`src/rtl/uart_cmd_pkg.sv`:
```
// Shared definitions for the two-byte UART debug command master: opcodes,
// FSM states, response error codes and the reply-expecting opcode test.
package uart_cmd_pkg;

  localparam logic [7:0] OP_ILLEGAL = 8'h00;
  localparam logic [7:0] OP_CLK_HI  = 8'h10;
  localparam logic [7:0] OP_CLK_LO  = 8'h11;
  localparam logic [7:0] OP_RST_HI  = 8'h12;
  localparam logic [7:0] OP_RST_LO  = 8'h13;
  localparam logic [7:0] OP_PIN_RD  = 8'h20;
  localparam logic [7:0] OP_PIN_WR  = 8'h30;
  localparam logic [7:0] OP_REG_WR  = 8'h40;
  localparam logic [7:0] OP_REG_RD  = 8'h50;
  localparam logic [7:0] OP_SDR_WR  = 8'hA0;
  localparam logic [7:0] OP_SDR_RD  = 8'hA1;
  localparam logic [7:0] OP_SDR_WR4 = 8'hB0;

  localparam logic [1:0] ERR_OK      = 2'b00;
  localparam logic [1:0] ERR_TIMEOUT = 2'b01;
  localparam logic [1:0] ERR_ILLEGAL = 2'b10;

  typedef enum logic [2:0] {
    ST_IDLE,
    ST_SEND_OP,
    ST_WAIT_OP,
    ST_SEND_DAT,
    ST_WAIT_DAT,
    ST_WAIT_RSP,
    ST_DONE
  } state_t;

  // Only the pin-read (0x2x) and register-read (0x5x) families answer.
  function automatic logic op_has_reply(input logic [7:0] op);
    return (op[7:4] == 4'h2) || (op[7:4] == 4'h5);
  endfunction

endpackage

```
`src/rtl/uart_cmd_timer.sv`:
```
// Reply-wait counter: clear has priority over load, load over increment;
// expire flags the last cycle of the allowed window.
module uart_cmd_timer #(
  parameter int unsigned TIMEOUT_CYCLES = 1_000_000,
  parameter int unsigned TO_W           = 20
) (
  input  logic            i_clk,
  input  logic            i_rst,
  input  logic            i_clr,
  input  logic            i_load,
  input  logic [TO_W-1:0] i_load_val,
  input  logic            i_en,
  output logic            o_expire
);

  localparam logic [TO_W-1:0] EXPIRE_AT = TO_W'(TIMEOUT_CYCLES - 1);

  logic [TO_W-1:0] r_count;

  always_ff @(posedge i_clk) begin
    if (i_rst || i_clr) begin
      r_count <= '0;
    end else if (i_load) begin
      r_count <= i_load_val;
    end else if (i_en) begin
      r_count <= r_count + 1'b1;
    end
  end

  assign o_expire = (r_count == EXPIRE_AT);

endmodule

```
`src/rtl/uart_cmd_master.sv`:
```
// Initiator for the two-byte UART debug protocol: sends op then data byte,
// optionally waits for one reply byte, and reports completion with an error code.
module uart_cmd_master
  import uart_cmd_pkg::*;
#(
  parameter int unsigned TIMEOUT_CYCLES = 1_000_000,
  parameter int unsigned TO_W           = 20
) (
  input  logic       sys_clk,
  input  logic       sys_rst,
  input  logic       cmd_valid,
  output logic       cmd_ready,
  input  logic [7:0] cmd_op,
  input  logic [7:0] cmd_data,
  output logic       rsp_valid,
  output logic [7:0] rsp_data,
  output logic [1:0] rsp_err,
  output logic       tx_en,
  output logic [7:0] tx_data,
  input  logic       tx_done,
  input  logic       rx_valid,
  input  logic [7:0] rx_data,
  output logic [7:0] stray_cnt
);

  // The tx_done cycle itself counts as cycle 0 of the window, so the first
  // WAIT_RSP cycle already sits at 1.
  localparam logic [TO_W-1:0] TMR_START = TO_W'(1);

  state_t     r_state;
  logic [7:0] r_op;
  logic [7:0] r_data;
  logic       r_cmd_ready;
  logic       r_rsp_valid;
  logic [7:0] r_rsp_data;
  logic [1:0] r_rsp_err;
  logic       r_tx_en;
  logic [7:0] r_tx_data;
  logic [7:0] r_stray;

  logic w_accept;
  logic w_tmr_load;
  logic w_tmr_en;
  logic w_tmr_clr;
  logic w_expire;

  assign w_accept   = (r_state == ST_IDLE) && cmd_valid && r_cmd_ready;
  assign w_tmr_load = (r_state == ST_WAIT_DAT) && tx_done && op_has_reply(r_op);
  assign w_tmr_en   = (r_state == ST_WAIT_RSP);
  assign w_tmr_clr  = !(w_tmr_load || w_tmr_en);

  uart_cmd_timer #(
    .TIMEOUT_CYCLES(TIMEOUT_CYCLES),
    .TO_W          (TO_W)
  ) u_timer (
    .i_clk     (sys_clk),
    .i_rst     (sys_rst),
    .i_clr     (w_tmr_clr),
    .i_load    (w_tmr_load),
    .i_load_val(TMR_START),
    .i_en      (w_tmr_en),
    .o_expire  (w_expire)
  );

  always_ff @(posedge sys_clk) begin
    if (w_accept) begin
      r_op   <= cmd_op;
      r_data <= cmd_data;
    end
  end

  always_ff @(posedge sys_clk) begin
    if (sys_rst) begin
      r_state     <= ST_IDLE;
      r_cmd_ready <= 1'b0;
      r_rsp_valid <= 1'b0;
      r_rsp_data  <= 8'h00;
      r_rsp_err   <= ERR_OK;
      r_tx_en     <= 1'b0;
      r_tx_data   <= 8'h00;
    end else begin
      r_rsp_valid <= 1'b0;
      r_tx_en     <= 1'b0;
      case (r_state)
        ST_IDLE: begin
          r_cmd_ready <= 1'b1;
          if (w_accept) begin
            r_cmd_ready <= 1'b0;
            if (cmd_op == OP_ILLEGAL) begin
              r_state     <= ST_DONE;
              r_rsp_valid <= 1'b1;
              r_rsp_data  <= 8'h00;
              r_rsp_err   <= ERR_ILLEGAL;
            end else begin
              r_state   <= ST_SEND_OP;
              r_tx_en   <= 1'b1;
              r_tx_data <= cmd_op;
            end
          end
        end
        ST_SEND_OP:  r_state <= ST_WAIT_OP;
        ST_WAIT_OP: begin
          if (tx_done) begin
            r_state   <= ST_SEND_DAT;
            r_tx_en   <= 1'b1;
            r_tx_data <= r_data;
          end
        end
        ST_SEND_DAT: r_state <= ST_WAIT_DAT;
        ST_WAIT_DAT: begin
          if (tx_done) begin
            if (op_has_reply(r_op)) begin
              r_state <= ST_WAIT_RSP;
            end else begin
              r_state     <= ST_DONE;
              r_rsp_valid <= 1'b1;
              r_rsp_data  <= 8'h00;
              r_rsp_err   <= ERR_OK;
            end
          end
        end
        ST_WAIT_RSP: begin
          // A reply landing on the expiry cycle still counts as a reply.
          if (rx_valid) begin
            r_state     <= ST_DONE;
            r_rsp_valid <= 1'b1;
            r_rsp_data  <= rx_data;
            r_rsp_err   <= ERR_OK;
          end else if (w_expire) begin
            r_state     <= ST_DONE;
            r_rsp_valid <= 1'b1;
            r_rsp_data  <= 8'h00;
            r_rsp_err   <= ERR_TIMEOUT;
          end
        end
        ST_DONE: begin
          r_state     <= ST_IDLE;
          r_cmd_ready <= 1'b1;
          r_rsp_data  <= 8'h00;
          r_rsp_err   <= ERR_OK;
        end
        default: r_state <= ST_IDLE;
      endcase
    end
  end

  always_ff @(posedge sys_clk) begin
    if (sys_rst) begin
      r_stray <= 8'h00;
    end else if (rx_valid && (r_state != ST_WAIT_RSP) && (r_stray != 8'hFF)) begin
      r_stray <= r_stray + 8'h01;
    end
  end

  assign cmd_ready = r_cmd_ready;
  assign rsp_valid = r_rsp_valid;
  assign rsp_data  = r_rsp_data;
  assign rsp_err   = r_rsp_err;
  assign tx_en     = r_tx_en;
  assign tx_data   = r_tx_data;
  assign stray_cnt = r_stray;

endmodule

```
`config.mk`:
```
export PLATFORM = sky130hd
export DESIGN_NAME = uart_cmd_master
export DESIGN_NICKNAME = d
export VERILOG_FILES = /design/src/rtl/uart_cmd_pkg.sv /design/src/rtl/uart_cmd_timer.sv /design/src/rtl/uart_cmd_master.sv
export SDC_FILE = /design/constraint.sdc
export NUM_CORES = 1
export LEC_CHECK = 0
export ABC_CLOCK_PERIOD_IN_PS = 5790
export CAP_MARGIN = 15
export CORE_ASPECT_RATIO = 1.25
export CORE_MARGIN = 4
export CORE_UTILIZATION = 25
export CTS_CLUSTER_DIAMETER = 150
export DETAILED_ROUTE_END_ITERATION = 16
export MAX_ROUTING_LAYER = met4
export PLACE_DENSITY = 0.46
export SETUP_SLACK_MARGIN = 0.1
export SLEW_MARGIN = 20
export SYNTH_ARGS = -nofsm -noshare
export SYNTH_HDL_FRONTEND = slang
export SYNTH_SLANG_ARGS = --single-unit
```
`constraint.sdc`:
```
create_clock -name sys_clk -period 5.79 [get_ports sys_clk]
set_clock_uncertainty 0.05 [all_clocks]
set_input_delay 0.8685 -clock sys_clk [delete_from_list [all_inputs] [get_ports sys_clk]]
set_output_delay 0.8685 -clock sys_clk [all_outputs]
set_load 0.01 [all_outputs]
```
==> run summary <==
The run finished with clean final reports. From left edge to right edge, the die measures 104.8 µm. Counting distinct cell types in the post-synthesis netlist gives 57. The hold violation total from the final report is 0, and the total global routing track utilization is 10.87%.

The number of nets handed over by synthesis was 317. Wires add up to 6.773 mm. The via count of the first global-routing pass came out at 2258. The worst reg2reg path startpoint is r_state[2].

The type of origin of the critical path was an input pin. The maximum root-to-sink buffer count came out at 2. Number of DRC violations after detailed routing: 0.

Dividing total power by cell area gives a power density of 373.1 nW/µm². The logs give 1401 µm² for the register cell area after layout and 0 for the count of antenna-violating nets left after detailed routing. For the critical path arrival, the log shows 2830 ps. The launching element of the worst setup path is cmd_op[4].

In the final layout, the multi-input gates occupy 1440 µm². TritonCTS built the clock tree. The max-slew violation count was 0. After synthesis, the largest family of logic cells by area is simple AND/OR/NAND/NOR gates.

The antenna diode count is 0. The tree built by TritonCTS fans out to 64 sinks. The total overflow left after global routing is 0. The type of the tightest min-delay check was reg2reg. The number of setup buffers added after CTS is 0, and the fraction of registers with async set or reset after synthesis is 0%. Clock tree synthesis inserted a total of 9 buffers.

The wire-length estimate of the detail-placed layout is 4.881 mm. After clock tree synthesis, the flow added hold-fix buffers numbering 0. In the final routed layout, each cell accounts on average for 13.99 µm.

Across the run, the number of max-cap violations was 0. The final layout contains 375 nets. Yosys printed 0 warnings. Filler cell count in the final layout: 1192.

The number of rows in the core area came out at 43. CTS H-tree depth: 3. The worst voltage drop across the vdd grid is 0.1566 mV, and the number of DRC markers in iteration 0 is 138. The total leakage power was 1.278 nW.

The peak fanout along the critical path was 3; the area of the mapped netlist was 2928 µm². After synthesis, the share of cell area in mux cells is 3.590%. Counting flops and latches in the post-synthesis netlist gives 64.

Number of stages on the worst hold path: 1. The tree is rooted in a sky130_fd_sc_hd__clkbuf_16. The standard cell core area is 11300 µm². The setup slack on the worst flop-to-flop path is 3370 ps, and the latest clock arrival within the worst-skew pair is 330 ps. The share of post-route cells with drive strength above 1 works out to 8.596%. Most common library cell in the layout ignoring fill and taps: sky130_fd_sc_hd__clkdlybuf4s50_1.

Area growth from synthesis to layout: 31.97%. A synthesized cell averages 10.24 µm². Entering global routing, the biggest net connects 29 pins. Sequential cells were found to cover 47.86% of the synthesized design area. The number of antenna violations at the first check in global routing is 0, and the per-cell via count in the routed design is 4.793. For the total instance count after detailed placement, the log shows 468. In the synthesized netlist the dominant register cell turns out to be sky130_fd_sc_hd__dfxtp_1. Measured against its own limit, the worst slew margin works out to 40.40%. The slowest stage of the critical path belongs to the cell sky130_fd_sc_hd__clkdlybuf4s50_1. Complex-gate fraction of the synthesized area: 15.26%. The synthesized netlist devotes 6.282% of its cell area to XOR and XNOR gates. The most critical setup path has its endpoint at rsp_err[0].

The count of pins on the block boundary came out at 58. Summed over all failing endpoints, the final setup total negative slack is 0 ps. The logs give 484 for the number of standard cells in the final layout excluding fillers and 375.1 MHz for the highest clock frequency the design can meet. The die is 129.0 µm tall. Clock-pin slew was measured on the worst setup and hold paths at 50 ps. The weighted congestion reported at the end of routability-driven placement came out at 0.7831.

The count of buffers added on input and output ports is 57. Setup repair after global routing left no endpoint under its margin. In the layout the commonest cells are 57 x sky130_fd_sc_hd__clkdlybuf4s50_1, 52 x sky130_fd_sc_hd__dfxtp_1, 41 x sky130_fd_sc_hd__nor2_1. In the finished design, the share of the clock period the worst path needs comes to 46.05%.

The run gives 0 as the setup-violating endpoint count in the final report. The tools report the reg-to-reg critical path endpoint as rsp_data[5]. For this run, the detailed router's first-pass iteration total came to 4. The tools report the element type at the critical path end as a register. The cell count after synthesis came out at 286. STA puts the critical path data required time at 5960 ps. The power after layout came out at 1.442 mW.

The number of synthesized flops with an enable pin is 12. The number of cells on the worst reg-to-reg path is 4, and the starting density of the core is 25.91%. Detailed routing inserted a total of 2320 vias. The critical path is of the in2reg type.

In this run, post-CTS repair resized a total of 0 instances. For the pin with the worst max-slew slack, the measured transition is 892.7 ps. The die covers 13520 µm².

The first global-routing pass estimated 11.26 mm of wire. In this design, the stage delay of the slowest critical-path cell is 470 ps. Fraction of the mapped netlist area in simple logic gates: 23.12%.

Summing the areas of all fa, ha and maj instances in the mapped netlist gives 0.8547% of the synthesized area. The clock period minus worst slack was 2666 ps. Cells fill 34.20% of the core in the end. The critical path goes through clkdlybuf4s50_1, nor4_4, a2111oi_2, a311oi_4, and3_4, mux2_4.
==> per-layer routing <==
layer / track usage, % / share of wire, % / vias to the layer above
met4: 5.637 / 2.1 / 0
met3: 2.910 / 4.3 / 14
met5: - / 0 / -
met2: 17.19 / 47 / 51
met1: 12.71 / 46 / 1075
li1: - / - / 1180
==> cell type report <==
cell class / count / share of cell area (%)
Clock buffer: 15 / 6.412
Clock inverter: 1 / 0.1295
Inverter: 6 / 0.5829
Multi-Input combinational cell: 205 / 37.27
Sequential cell: 64 / 36.27
Tap cell: 135 / 4.372
Timing Repair Buffer: 58 / 14.96
==> power breakdown <==
| part | switching, mW | internal [mW] |
|---|---|---|
| Sequential | 0.0716 | 0.521 |
| Clock | 0.182 | 0.289 |
| Combinational | 0.187 | 0.190 |
| Total | 0.441 | 1.00 |
==> through the flow <==
stage               setup WS, ps  cell area (µm²)  hold WS, ps
global route                2993             3864        464.6
finish                      3124             3864        424.3
detailed placement          2692             3608        416.3
floorplan                   3429             2928        434.7
CTS                         3065             3861        432.9
global placement            2770             3608        412.9
==> sequential cells by signal (all words and copies together) (netlist names) <==
signal           count
r_op                 4
r_data               8
tx_data              8
rsp_valid            1
cmd_ready            1
u_timer.r_count     20
stray_cnt            8
rsp_data             8
r_state              3
tx_en                1
rsp_err              2
==> synthesized netlist by cell type (all sizes together), types with 5 or more instances <==
cell type,number,area [µm²]
buf,7,51.29
nor2,42,157.7
nand4,6,37.54
nor4,6,82.58
a31oi,5,46.29
a211oi,9,67.56
o21ai,6,30.03
xnor2,12,105.1
dfxtp,52,1041
a21oi,9,45.04
nor3,12,65.06
nand2,13,51.30
edfxtp,12,360.4
nand3,14,70.07
inv,6,22.52
mux2i,9,90.09
a22o,8,70.07
xor2,9,78.83
==> logic make-up after synthesis <==
kind of cell / count (synthesis)
simple gates: 118
flops: 64
compound gates: 54
xor+xnor: 21
buf+inv: 17
mux: 10
fa+ha+maj: 2
==> worst max-delay path: cells and delay by family <==
kind | cells | cell delay [ps]
muxes | 1 | 290
and+or+nand+nor | 2 | 630
AOI/OAI and AO/OA | 2 | 570
buffers and inverters | 1 | 470
==> worst min-delay path by stage <==
stage | slack (ps) | start | end
6_report | 420 | rsp_data[3] | rsp_data[3]
4_1_cts | 430 | rsp_data[3] | rsp_data[3]
2_1_floorplan | 430 | u_timer.r_count[19] | u_timer.r_count[19]
3_3_place_gp | 410 | rsp_data[4] | rsp_data[4]
3_5_place_dp | 420 | rsp_data[6] | rsp_data[6]
5_1_grt | 460 | rsp_data[6] | rsp_data[6]
No activity file was read; power rests on OpenSTA's default activity.
==> edit: new RTL, same flow settings <==
The 7 states of `state_t` get a one-hot encoding in 7 bits.
--- a/src/rtl/uart_cmd_pkg.sv
+++ b/src/rtl/uart_cmd_pkg.sv
@@ -20,12 +20,12 @@
   localparam logic [1:0] ERR_ILLEGAL = 2'b10;
 
-  typedef enum logic [2:0] {
-    ST_IDLE,
-    ST_SEND_OP,
-    ST_WAIT_OP,
-    ST_SEND_DAT,
-    ST_WAIT_DAT,
-    ST_WAIT_RSP,
-    ST_DONE
+  typedef enum logic [6:0] {
+    ST_IDLE     = 7'b0000001,
+    ST_SEND_OP  = 7'b0000010,
+    ST_WAIT_OP  = 7'b0000100,
+    ST_SEND_DAT = 7'b0001000,
+    ST_WAIT_DAT = 7'b0010000,
+    ST_WAIT_RSP = 7'b0100000,
+    ST_DONE     = 7'b1000000
   } state_t;
 
Function: same outputs for any inputs over 10 cycles, from zero or initial values and one cycle with sys_rst high; not proved beyond that.
==> edit against the unedited design <==
- sequential power down 3%
- largest power group is now clock
- die area increased by 4.2%
- design area increased by 5.6%
- worst setup slack worse by 0.068 ns
- total power is 2.3% higher
- count of clock-buffer cells in the layout down 5
- register-to-register slack got worse by 0.27 ns
- routed wire length up 8.8%
- sequential cell count increased by 4
- area after synthesis is 4.5% higher
- largest cell class is now flip-flops and latches
==> edit: results <==
metrics = {
    "power_and_ir_drop": {
        "power.leakage_nw": 1.282,
        "vdd_drop_max_mv": 0.1572,
        "switching_component_of_the_power_mw": 0.3942,
    },
    "finish": {
        "final.fill_count": 1254,
        "post_route_cells_drive_above_1_share": 0.08424,
        "num-nets-final": 394,
        "antenna-diode-count": 0,
        "largest_register": "u_timer.r_count",
        "largest_reg_flops": 20,
        "seq_area_mm2": 0.001481,
    },
    "logic_synthesis": {
        "syn-num-nets": 339,
        "synth_seq_area_share": 0.4841,
        "synth.top_cells.by_count": "56 x dfxtp_1, 43 x nor2_1, 19 x xnor2_1",
        "yosysWarnings": 0,
        "synth.lib_cells_used.distinct": 47,
        "postSynth.asyncResetShare": 0,
        "netlist_instances": 308,
        "synthTopCellsByArea": "dfxtp_1 37%, edfxtp_1 12%, xnor2_1 5.4%",
    },
    "clock_network": {
        "clk_path_buf_depth": 2,
        "clk_pin_slew_ns": 0.06,
    },
    "route": {
        "met3WireLength_um": 230,
        "totalWireLength_um": 7372,
        "routedLengthMet1_um": 3453,
        "drt_iter0_drc": 109,
        "route.met2.wl_um": 3557,
        "drt-vias-per-instance": 4.516,
        "detail_route.wl_per_cell_um": 13.94,
        "drt-pass1-iter-count": 4,
    },
    "place": {
        "dpl.hpwl_um": 5278,
        "placedCellCount": 513,
        "worst_slack_after_detailed_placement_ns": 2.676,
        "placed_cell_area_mm2": 0.003739,
        "placer_congestion_estimate": 0.7384,
    },
    "timing": {
        "maxSlewHeadroom": 0.5060,
        "setup_viol": 0,
    },
    "status": {
        "run_status": "finished clean",
    },
    "global_route": {
        "largest_net_degree_at_the_start_of_global_routing": 30,
        "grt_pass1_wl_um": 12480,
        "grt_util_all_layers": 0.1133,
        "via_count_of_the_first_global_routing_pass": 2451,
        "number_of_antenna_violations_at_the_first_check_in_global_routing": 0,
    },
    "worst_hold_path": {
        "holdPathStages": 1,
        "min-delay-path-class": "flip-flop to flip-flop",
    },
    "setup_path": {
        "worst_r2r_path_depth": 5,
        "worst-endpoint-arrival_ns": 2.93,
        "cp_max_fo": 17,
    },
}
==> edit: layer usage <==
| metal | vias up | GRT usage |
|---|---|---|
| met5 | - | - |
| li1 | 1215 | - |
| met3 | 11 | 0.02846 |
| met2 | 40 | 0.1779 |
| met4 | 0 | 0.04620 |
| met1 | 1123 | 0.1384 |
==> edit: cell type report <==
type	count	share of cell area
multi-input cells	213	0.3493
repair buffers	59	0.1435
flip-flops and latches	68	0.3631
clock inverters	6	0.02760
clock buffers	10	0.05612
inverters	12	0.01104
well taps	161	0.04937
==> edit: worst paths after layout <==
check                 to         from  slack, ns
min reg2reg  rsp_data[4]  rsp_data[4]       0.43
max           tx_data[0]    cmd_valid       3.06
max reg2reg   tx_data[0]   r_state[0]       3.10
min          rsp_data[4]  rsp_data[4]       0.43
==> edit: critical path, cell delays in order <==
cell	delay [ns]
clkdlybuf4s50_1	0.44
and2_1	0.14
and3_1	0.57
a22o_1	0.60
nor2_1	0.08
a211oi_1	0.22
==> edit: logic make-up (layout without fill, tap and decap cells) <==
kind of cell             count (synthesis)  in the layout  synth area share
flip-flops                              68             68            0.4841
buffers and inverters                   27             87           0.05028
AO/OA/AOI/OAI                           50             50            0.1239
adder cells (fa/ha/maj)                  2              2          0.008175
AND/OR/NAND/NOR                        124            124            0.2232
multiplexers                            10             10           0.03312
XOR/XNOR                                27             27           0.07727
==> edit: power groups by stage <==
stage	logic, mW	registers, mW	clock network, mW
after floorplan	0.177	0.576	0
after global placement	0.279	0.580	0
after detailed placement	0.279	0.582	0
after CTS	0.280	0.572	0.642
after global routing	0.306	0.579	0.662
final	0.276	0.572	0.627
